`src/rtl/uart_pkg.sv`:
```
// Shared UART definitions: serialiser state encoding, frame constants and the
// baud divisor helper used by both the transmit and receive paths.
package uart_pkg;

    typedef enum logic [1:0] {
        IDLE,
        START,
        DATA,
        STOP
    } uart_tx_state_t;

    localparam int UART_DATA_BITS = 8;
    localparam int UART_STOP_BITS = 1;

    function automatic int baud_div(input int clk_freq, input int bps);
        return clk_freq / bps;
    endfunction

endpackage

```
`src/rtl/uart_byte_tx.sv`:
```
// 8N1 byte serialiser. A start pulse loads a byte; done pulses in the last
// cycle of the stop bit so a new start can follow with no idle gap.
module uart_byte_tx
    import uart_pkg::*;
#(
    parameter int BAUD_DIV = 20833
) (
    input  logic       sys_clk,
    input  logic       sys_rst,
    input  logic       start,
    input  logic [7:0] byte_in,
    output logic       done,
    output logic       txd
);

    localparam int               CNT_W     = (BAUD_DIV > 1) ? $clog2(BAUD_DIV) : 1;
    localparam logic [CNT_W-1:0] BAUD_LAST = CNT_W'(BAUD_DIV - 1);
    localparam logic [2:0]       BIT_LAST  = 3'(UART_DATA_BITS - 1);

    if (BAUD_DIV < 2) begin : g_bad_baud
        $error("uart_byte_tx: BAUD_DIV must be at least 2");
    end
    if (UART_STOP_BITS != 1) begin : g_bad_stop
        $error("uart_byte_tx: only one stop bit is supported");
    end

    uart_tx_state_t   state_q, state_d;
    logic [CNT_W-1:0] baud_q, baud_d;
    logic [2:0]       bit_q, bit_d;
    logic [7:0]       shift_q, shift_d;
    logic             txd_q, txd_d;
    logic             baud_end;

    assign baud_end = (baud_q == BAUD_LAST);
    assign done     = (state_q == STOP) && baud_end;
    assign txd      = txd_q;

    always_comb begin
        state_d = state_q;
        baud_d  = baud_q + 1'b1;
        bit_d   = bit_q;
        shift_d = shift_q;
        txd_d   = txd_q;
        case (state_q)
            IDLE: begin
                baud_d = '0;
                if (start) begin
                    state_d = START;
                    shift_d = byte_in;
                    txd_d   = 1'b0;
                end
            end
            START: begin
                if (baud_end) begin
                    state_d = DATA;
                    baud_d  = '0;
                    bit_d   = '0;
                    txd_d   = shift_q[0];
                end
            end
            DATA: begin
                if (baud_end) begin
                    baud_d = '0;
                    if (bit_q == BIT_LAST) begin
                        state_d = STOP;
                        txd_d   = 1'b1;
                    end else begin
                        bit_d   = bit_q + 3'd1;
                        shift_d = shift_q >> 1;
                        txd_d   = shift_q[1];
                    end
                end
            end
            STOP: begin
                if (baud_end) begin
                    baud_d = '0;
                    // Chaining straight into the next start bit keeps a word gap-free.
                    if (start) begin
                        state_d = START;
                        shift_d = byte_in;
                        txd_d   = 1'b0;
                    end else begin
                        state_d = IDLE;
                        txd_d   = 1'b1;
                    end
                end
            end
            default: state_d = IDLE;
        endcase
    end

    always_ff @(posedge sys_clk) begin
        if (sys_rst) begin
            state_q <= IDLE;
            baud_q  <= '0;
            bit_q   <= '0;
            shift_q <= '0;
            txd_q   <= 1'b1;
        end else begin
            state_q <= state_d;
            baud_q  <= baud_d;
            bit_q   <= bit_d;
            shift_q <= shift_d;
            txd_q   <= txd_d;
        end
    end

endmodule

```
`src/rtl/uart_word_tx.sv`:
```
// Word-wide UART transmitter: latches a word at the valid/ready handshake and
// sends it as consecutive 8N1 bytes, least-significant byte first.
module uart_word_tx
    import uart_pkg::*;
#(
    parameter int CLK_FREQ   = 200000000,
    parameter int UART_BPS   = 9600,
    parameter int DATA_WIDTH = 32
) (
    input  logic                  sys_clk,
    input  logic                  sys_rst,
    input  logic [DATA_WIDTH-1:0] word_data,
    input  logic                  word_valid,
    output logic                  word_ready,
    output logic                  uart_txd,
    output logic                  busy
);

    localparam int              BAUD_DIV  = baud_div(CLK_FREQ, UART_BPS);
    localparam int              NUM_BYTES = DATA_WIDTH / 8;
    localparam int              BC_W      = (NUM_BYTES > 1) ? $clog2(NUM_BYTES) : 1;
    localparam logic [BC_W-1:0] BC_LAST   = BC_W'(NUM_BYTES - 1);

    if ((DATA_WIDTH % 8) != 0 || DATA_WIDTH < 8) begin : g_bad_width
        $error("uart_word_tx: DATA_WIDTH must be a non-zero multiple of 8");
    end

    typedef enum logic {
        WORD_IDLE,
        WORD_SEND
    } word_state_t;

    word_state_t           state_q, state_d;
    logic [DATA_WIDTH-1:0] shift_q, shift_d;
    logic [BC_W-1:0]       byte_cnt_q, byte_cnt_d;
    logic                  busy_q, busy_d;
    logic [DATA_WIDTH-1:0] shifted;
    logic                  handshake;
    logic                  last_byte;
    logic                  byte_done;
    logic                  byte_start;
    logic [7:0]            byte_in;

    assign word_ready = (state_q == WORD_IDLE) && !sys_rst;
    assign handshake  = word_valid && word_ready;
    assign shifted    = shift_q >> 8;
    assign last_byte  = (byte_cnt_q == BC_LAST);
    assign busy       = busy_q;

    // The serialiser loads its byte on the same edge the word register updates,
    // so it is fed the value that register is about to take.
    assign byte_start = handshake || ((state_q == WORD_SEND) && byte_done && !last_byte);
    assign byte_in    = handshake ? word_data[7:0] : shifted[7:0];

    always_comb begin
        state_d    = state_q;
        shift_d    = shift_q;
        byte_cnt_d = byte_cnt_q;
        busy_d     = busy_q;
        case (state_q)
            WORD_IDLE: begin
                if (handshake) begin
                    state_d    = WORD_SEND;
                    shift_d    = word_data;
                    byte_cnt_d = '0;
                    busy_d     = 1'b1;
                end
            end
            WORD_SEND: begin
                if (byte_done) begin
                    if (last_byte) begin
                        state_d = WORD_IDLE;
                        busy_d  = 1'b0;
                    end else begin
                        byte_cnt_d = byte_cnt_q + 1'b1;
                        shift_d    = shifted;
                    end
                end
            end
            default: state_d = WORD_IDLE;
        endcase
    end

    always_ff @(posedge sys_clk) begin
        if (sys_rst) begin
            state_q    <= WORD_IDLE;
            shift_q    <= '0;
            byte_cnt_q <= '0;
            busy_q     <= 1'b0;
        end else begin
            state_q    <= state_d;
            shift_q    <= shift_d;
            byte_cnt_q <= byte_cnt_d;
            busy_q     <= busy_d;
        end
    end

    uart_byte_tx #(
        .BAUD_DIV(BAUD_DIV)
    ) u_byte_tx (
        .sys_clk (sys_clk),
        .sys_rst (sys_rst),
        .start   (byte_start),
        .byte_in (byte_in),
        .done    (byte_done),
        .txd     (uart_txd)
    );

endmodule

```
`config.mk`:
```
export PLATFORM = sky130hd
export DESIGN_NAME = uart_word_tx
export DESIGN_NICKNAME = d
export VERILOG_FILES = /design/src/rtl/uart_pkg.sv /design/src/rtl/uart_byte_tx.sv /design/src/rtl/uart_word_tx.sv
export SDC_FILE = /design/constraint.sdc
export NUM_CORES = 1
export LEC_CHECK = 0
export BUFFER_PORTS_ARGS = -buffer_cell sky130_fd_sc_hd__buf_2
export CAP_MARGIN = 5
export CORE_MARGIN = 1
export CORE_UTILIZATION = 55
export CTS_CLUSTER_SIZE = 12
export DETAILED_ROUTE_END_ITERATION = 16
export PLACE_DENSITY = 0.77
export SKIP_LAST_GASP = 1
export SYNTH_ARGS = -nofsm -noshare
export SYNTH_HDL_FRONTEND = slang
export SYNTH_SLANG_ARGS = --single-unit
```
`constraint.sdc`:
```
create_clock -name sys_clk -period 6.6 [get_ports sys_clk]
set_input_delay 0.66 -clock sys_clk [delete_from_list [all_inputs] [get_ports sys_clk]]
set_output_delay 0.66 -clock sys_clk [all_outputs]
set_load 0.03 [all_outputs]
```
# ---- Word level (Yosys, flattened, before mapping)
# Cells that the tools add are included.
dict set report totals {
  romBits 0
  elab_cells 89
  inputBits 35
  regBits 65
  mem_bits_rw 0
  output_inout_bits 3
  latch_bits 0
  n_memories 0
}
dict set report classes {
  add_sub_neg 3
  n_eq_ne 16
  reduce_logical 18
  div 0
  n_mux 42
  magnitude_cmp 0
  multipliers 0
  n_bitwise 1
  shifts 0
}
# operator n
set ops {}
lappend ops {{$mux 32} 3}
lappend ops {{$pmux 32 s2} 1}
lappend ops {{$mux 8} 5}
lappend ops {{$pmux 15 s2} 1}
lappend ops {{$pmux 8 s3} 1}
lappend ops {{$mux 2} 8}
lappend ops {{$add 15x1->15 const B} 1}
lappend ops {{$eq 15x15->1 const B} 1}
lappend ops {{$mux 15} 1}
lappend ops {{$mux 1} 13}
lappend ops {{$ne 2x1->1 const B} 6}
lappend ops {{$reduce_and 4->1} 3}
lappend ops {{$mux 3} 3}
lappend ops {{$ne 2x2->1 const B} 4}
lappend ops {{$pmux 2 s4} 1}
lappend ops {{$eq 2x2->1 const B} 3}
lappend ops {{$pmux 3 s2} 1}
lappend ops {{$reduce_and 3->1} 2}
lappend ops {{$logic_and 1x1->1} 5}
lappend ops {{$reduce_and 5->1} 1}
lappend ops {{$pmux 1 s2} 2}
lappend ops {{$pmux 1 s4} 1}
lappend ops {{$pmux 2 s2} 1}
lappend ops {{$add 3x1->3 const B} 1}
lappend ops {{10 further kinds} 11}

# ---- Longest topological paths before layout
dict set report depth {
  depth_word 8
  depth_mapped 9
  depth_no_buf 7
}

# ---- Cells and area by module
# From an unflattened synthesis, not the netlist that was laid out.
dict set report unflattened {
  hier_cells 303
  area_unflattened_um2 2950.3
}
# module instances area_per_inst_um2 seq_area_each_um2 cells_each
set modules_own_cells {}
lappend modules_own_cells {uart_byte_tx 1 1591.5 580.6 179}
lappend modules_own_cells {uart_word_tx 1 1358.8 560.5 124}

# ---- Worst setup path after synthesis
# No wires, ideal clock.
dict set report synth_path {
  path_type {register -> register}
  from {register u_byte_tx.baud_q[0]}
  to {register shift_q[16]}
  t_arrival_ns 2.252
  n_path_buf 2
  slack_ns 4.269
  stages_incl_launch_ff 10
  period_less_slack_ns 2.331
  setup_time_ns 0.080
  required_ns 6.520
  path_cell_list {dfxtp_1 inv_1 ha_1 or4b_4 or4_1 buf_2 o21ai_4 buf_6 nor2_2 a211oi_2}
}
dict set report synth_via {
  elab_chain_len 4
}
# element line
set synth_lines {}
lappend synth_lines {{start: declaration} uart_byte_tx.sv:28} ;# logic [CNT_W-1:0] baud_q, baud_d;
lappend synth_lines {{start signal: assignment} uart_byte_tx.sv:101} ;# baud_q <= baud_d;
lappend synth_lines {{$eq 15x15->1} uart_byte_tx.sv:34} ;# assign baud_end = (baud_q == BAUD_LAST);
lappend synth_lines {{$logic_and 1x1->1} uart_byte_tx.sv:35} ;# assign done = (state_q == STOP) && baud_end;
lappend synth_lines {{$ne 2x1->1 (no source line)} -}
lappend synth_lines {{$reduce_and 3->1 (no source line)} -}
lappend synth_lines {{end signal: assignment} uart_word_tx.sv:92} ;# shift_q <= shift_d;
lappend synth_lines {{end: declaration} uart_word_tx.sv:34} ;# logic [DATA_WIDTH-1:0] shift_q, shift_d;
# No other way between the ends.
# A chain may end at the register's enable or synchronous reset.

# ---- Final worst setup path
dict set report layout_path {
  from {register u_byte_tx.baud_q[0]}
  to {register u_byte_tx.state_q[0]}
}
dict set report layout_via {
  elab_chain_len 8
  word_cells_on_any_way 13
  classes_between {eq/ne: 5; mux: 3; reduce/logical: 5}
}
# element line
set layout_lines {}
lappend layout_lines {{$eq 15x15->1 *} uart_byte_tx.sv:34}
lappend layout_lines {{$logic_and 1x1->1} uart_byte_tx.sv:35}
lappend layout_lines {{$logic_and 1x1->1 (2 in a row)} uart_word_tx.sv:52} ;# assign byte_start = handshake || ((state_q == WORD_SEND) && byte_done && !last_byte);
lappend layout_lines {{$logic_or 1x1->1} uart_word_tx.sv:52}
lappend layout_lines {{$mux 1} uart_byte_tx.sv:78} ;# if (start) begin
lappend layout_lines {{$mux 2} uart_byte_tx.sv:75} ;# if (baud_end) begin
lappend layout_lines {{$pmux 2 s4} uart_byte_tx.sv:44} ;# case (state_q)
lappend layout_lines {{end signal: assignment} uart_byte_tx.sv:100} ;# state_q <= state_d;
lappend layout_lines {{end: declaration} uart_byte_tx.sv:27} ;# uart_tx_state_t state_q, state_d;
# Mark *: on every way between the ends. The rest lies on a longest branch, timed or not. The select of a mux whose other input is x is not followed.

==> run metrics <==
outcome=finished, final reports clean; Cell Area, Placed=3158 µm²; Initial Utilization=57.57%; # hold bufs at CTS=0; syn_nets=363; register area share after synthesis=38.56%; Logic pwr share=24.5%; # clock sinks=57; post-synthesis mux area share=10.78%; switching share of total power=31.12%; Seq cells post-synth=57; via count of the first global-routing pass=2256; post-synthesis async set-or-reset flop share=0%; area grow syn2layout=13.32%; die width=75.35 µm; sw power=291.8 µW; Slew Viols, Final=0; pin count of the biggest net entering global routing=53; FMAX=319.1 MHz; Setup TNS=0 ns; Vias/cell=5.562; clock skew=0.008061 ns; fin nets=394; design area=3353 µm²; slowest CP cell=o21ai_4; Die ar.=5678 µm²; DRT Wirelength=5.906 mm; CTS resizes=0; RSZ-0062 raised after global routing=false; Total GRT Usage=23.12%; Max FO, Critical Path=35; Critical Path RT=6.85 ns; crit-path max cell delay=0.86 ns; EDFF count, synth=0; power per cell area=279.6 nW/µm²; Avg Inst Size Synth=9.335 µm²; 1st-pass router iterations=4; GP Congestion=0.8401; Synth Area in Compound Gates=18.65%; gr ovfl total=0; first-pass GRT wire length=9.846 mm; post-route DRC violation count=0; most frequent cell after synthesis=dfxtp_1; post-synth top area share=38.56%; # setup viols final=0; DR vias=2347; hold crit path type=reg -> reg; final antenna-violating net count=0; Post-Synth Simple-Gate Area=18.86%; leak pwr=0.001229 µW; number of max-cap violations=0; leading area contributor after synthesis=dfxtp_1; kind of critical path=reg -> reg; port bufs=37; Synth Area in Adders=4.651%; cell family with most CP delay=compound AO/OA/AOI/OAI gates; Longest Clk Path Bufs=2; hpwl dp=3.898 mm; root buffer cell=clkbuf_8; post-synthesis xor/xnor area fraction=3.848%; layout cells sized above 1=24.72%; sequential fraction of design power=41.0%; crit path DAT=3.38 ns; Core Region=5140 µm²; storage element area=1141 µm²; antenna cells=0; initial antenna violation count=0; worst vdd ir=0.1637 mV; chip height=75.35 µm; synth top area cells=dfxtp_1, mux2i_1, nor2_1; Worst slew margin=26.30%; Multi-input gate area=1680 µm²; Final min period=3.133 ns; H-tree depth=3; number of buffer and inverter stages on the critical path=1; clock share of power=34.5%; routed len/inst=14.00 µm; CP Launch Type=flop; I/O pins=38; largest family of logic cells by synthesized area=simple AND/OR/NAND/NOR gates; Post-synth top cells=dfxtp_1, nor2_1, mux2i_1; fill count=443; Pint=645.9 µW; CP endpoint kind=flop; initial DRC count=91; Final Hold Fails=0; CTS tree=yes; Synth Cell Area=2959 µm²; Rows=26; most used cell, CP=a211oi_1; cell breakdown of the critical path=inv_1 > ha_1 > or4b_4 > or4_1 > o21ai_4 > a211oi_1 > a211oi_1; setup bufs post-CTS=0; Synth Warn #=0; Cell variety after synth=49; Synth Instances=317; Main synth FF type=dfxtp_1; clock latency on the worst-skew pair=0.34 ns; Inserted Clock Buffers=9; worst slew pin tran=1.106 ns; Final period util=47.47%; clock-pin slew of the registers on the worst-case setup and hold paths=0.06 ns
## path summary, 6_finish.rpt
kind / startpoint / to / slack [ns] / cells after the start
max reg2reg: u_byte_tx.baud_q[0]$_SDFF_PP0_ / u_byte_tx.state_q[0]$_SDFFE_PP0P_ / 3.47 / 7
min reg2reg: busy$_SDFFE_PP0P_ / busy$_SDFFE_PP0P_ / 0.44 / 2
max: u_byte_tx.baud_q[0]$_SDFF_PP0_ / u_byte_tx.state_q[0]$_SDFFE_PP0P_ / 3.47 / 7
min: busy$_SDFFE_PP0P_ / busy$_SDFFE_PP0P_ / 0.44 / 2
## through the flow
step / util, % / setup slack (ns) / hold slack (ns) / std cells / power, µW
5_1_grt: 65.24 / 3.272 / 0.4974 / 422 / 986.4
3_5_place_dp: 61.44 / 3.462 / 0.4343 / 407 / 617.9
2_1_floorplan: - / 4.269 / 0.4356 / 317 / 566.6
6_report: 65.24 / 3.467 / 0.4441 / 422 / 937.7
3_3_place_gp: 61.44 / 3.582 / 0.4352 / 407 / 612.8
4_1_cts: 65.24 / 3.437 / 0.4472 / 422 / 944.3
## cells in the final DEF (no fill, tap or decap), types with 4 or more instances in the layout
master / Yosys / layout
nor2b_1: 7 / 7
buf_2: 2 / 37
nand4_1: 4 / 4
xor2_1: 4 / 4
nor2_1: 46 / 46
a21oi_1: 19 / 19
nand3_1: 7 / 7
dfxtp_1: 57 / 57
xnor2_1: 9 / 9
o21ai_0: 11 / 11
clkbuf_8: 0 / 11
nor3b_1: 8 / 8
inv_1: 11 / 11
ha_1: 11 / 11
mux2_2: 7 / 7
a211oi_1: 6 / 6
mux2i_1: 24 / 24
a211oi_2: 13 / 13
o41ai_1: 8 / 8
nand2_1: 7 / 7
## cell families after synthesis
| logic type | Yosys count |
|---|---|
| muxes | 31 |
| adders and majority gates | 11 |
| and+or+nand+nor | 103 |
| DFF | 57 |
| xor gates and xnor gates | 13 |
| AOI/OAI and AO/OA | 71 |
| buffers and inverters | 31 |
## worst reg2reg max path, stage by stage, from the launching register on
cell	delay [ns]
dfxtp_1	0.35
inv_1	0.07
ha_1	0.13
or4b_4	0.49
or4_1	0.69
o21ai_4	0.86
a211oi_1	0.19
a211oi_1	0.29
## power by group through the flow
| stage | clock, µW | sequential, µW | combinational, µW |
|---|---|---|---|
| floorplan | 0 | 392 | 175 |
| CTS | 332 | 385 | 228 |
| detailed placement | 0 | 392 | 226 |
| global route | 343 | 387 | 256 |
| finish | 324 | 385 | 229 |
| global placement | 0 | 391 | 222 |
## area by class of cell
type | count | area share, %
repair buffers | 40 | 6.194
clock inverters | 3 | 1.194
multi-input cells | 229 | 50.11
inverters | 11 | 1.231
well taps | 70 | 2.612
flip-flops and latches | 57 | 34.03
clock buffers | 12 | 4.627
## sequential cells by signal, indices dropped and copies added (netlist names)
| register | count |
|---|---|
| state_q | 1 |
| u_byte_tx.bit_q | 3 |
| u_byte_tx.baud_q | 15 |
| busy | 1 |
| u_byte_tx.txd | 1 |
| shift_q | 24 |
| byte_cnt_q | 2 |
| u_byte_tx.shift_q | 8 |
| u_byte_tx.state_q | 2 |
## metal layers
layer / vias up / share of wire [%] / global-route usage (%)
met5: - / 0 / 0
met4: 0 / 1.9 / 10.49
met3: 11 / 4.1 / 6.481
met2: 48 / 45 / 37.40
met1: 1088 / 49 / 28.77
li1: 1200 / - / -
Power figures use the tool's default switching activity.
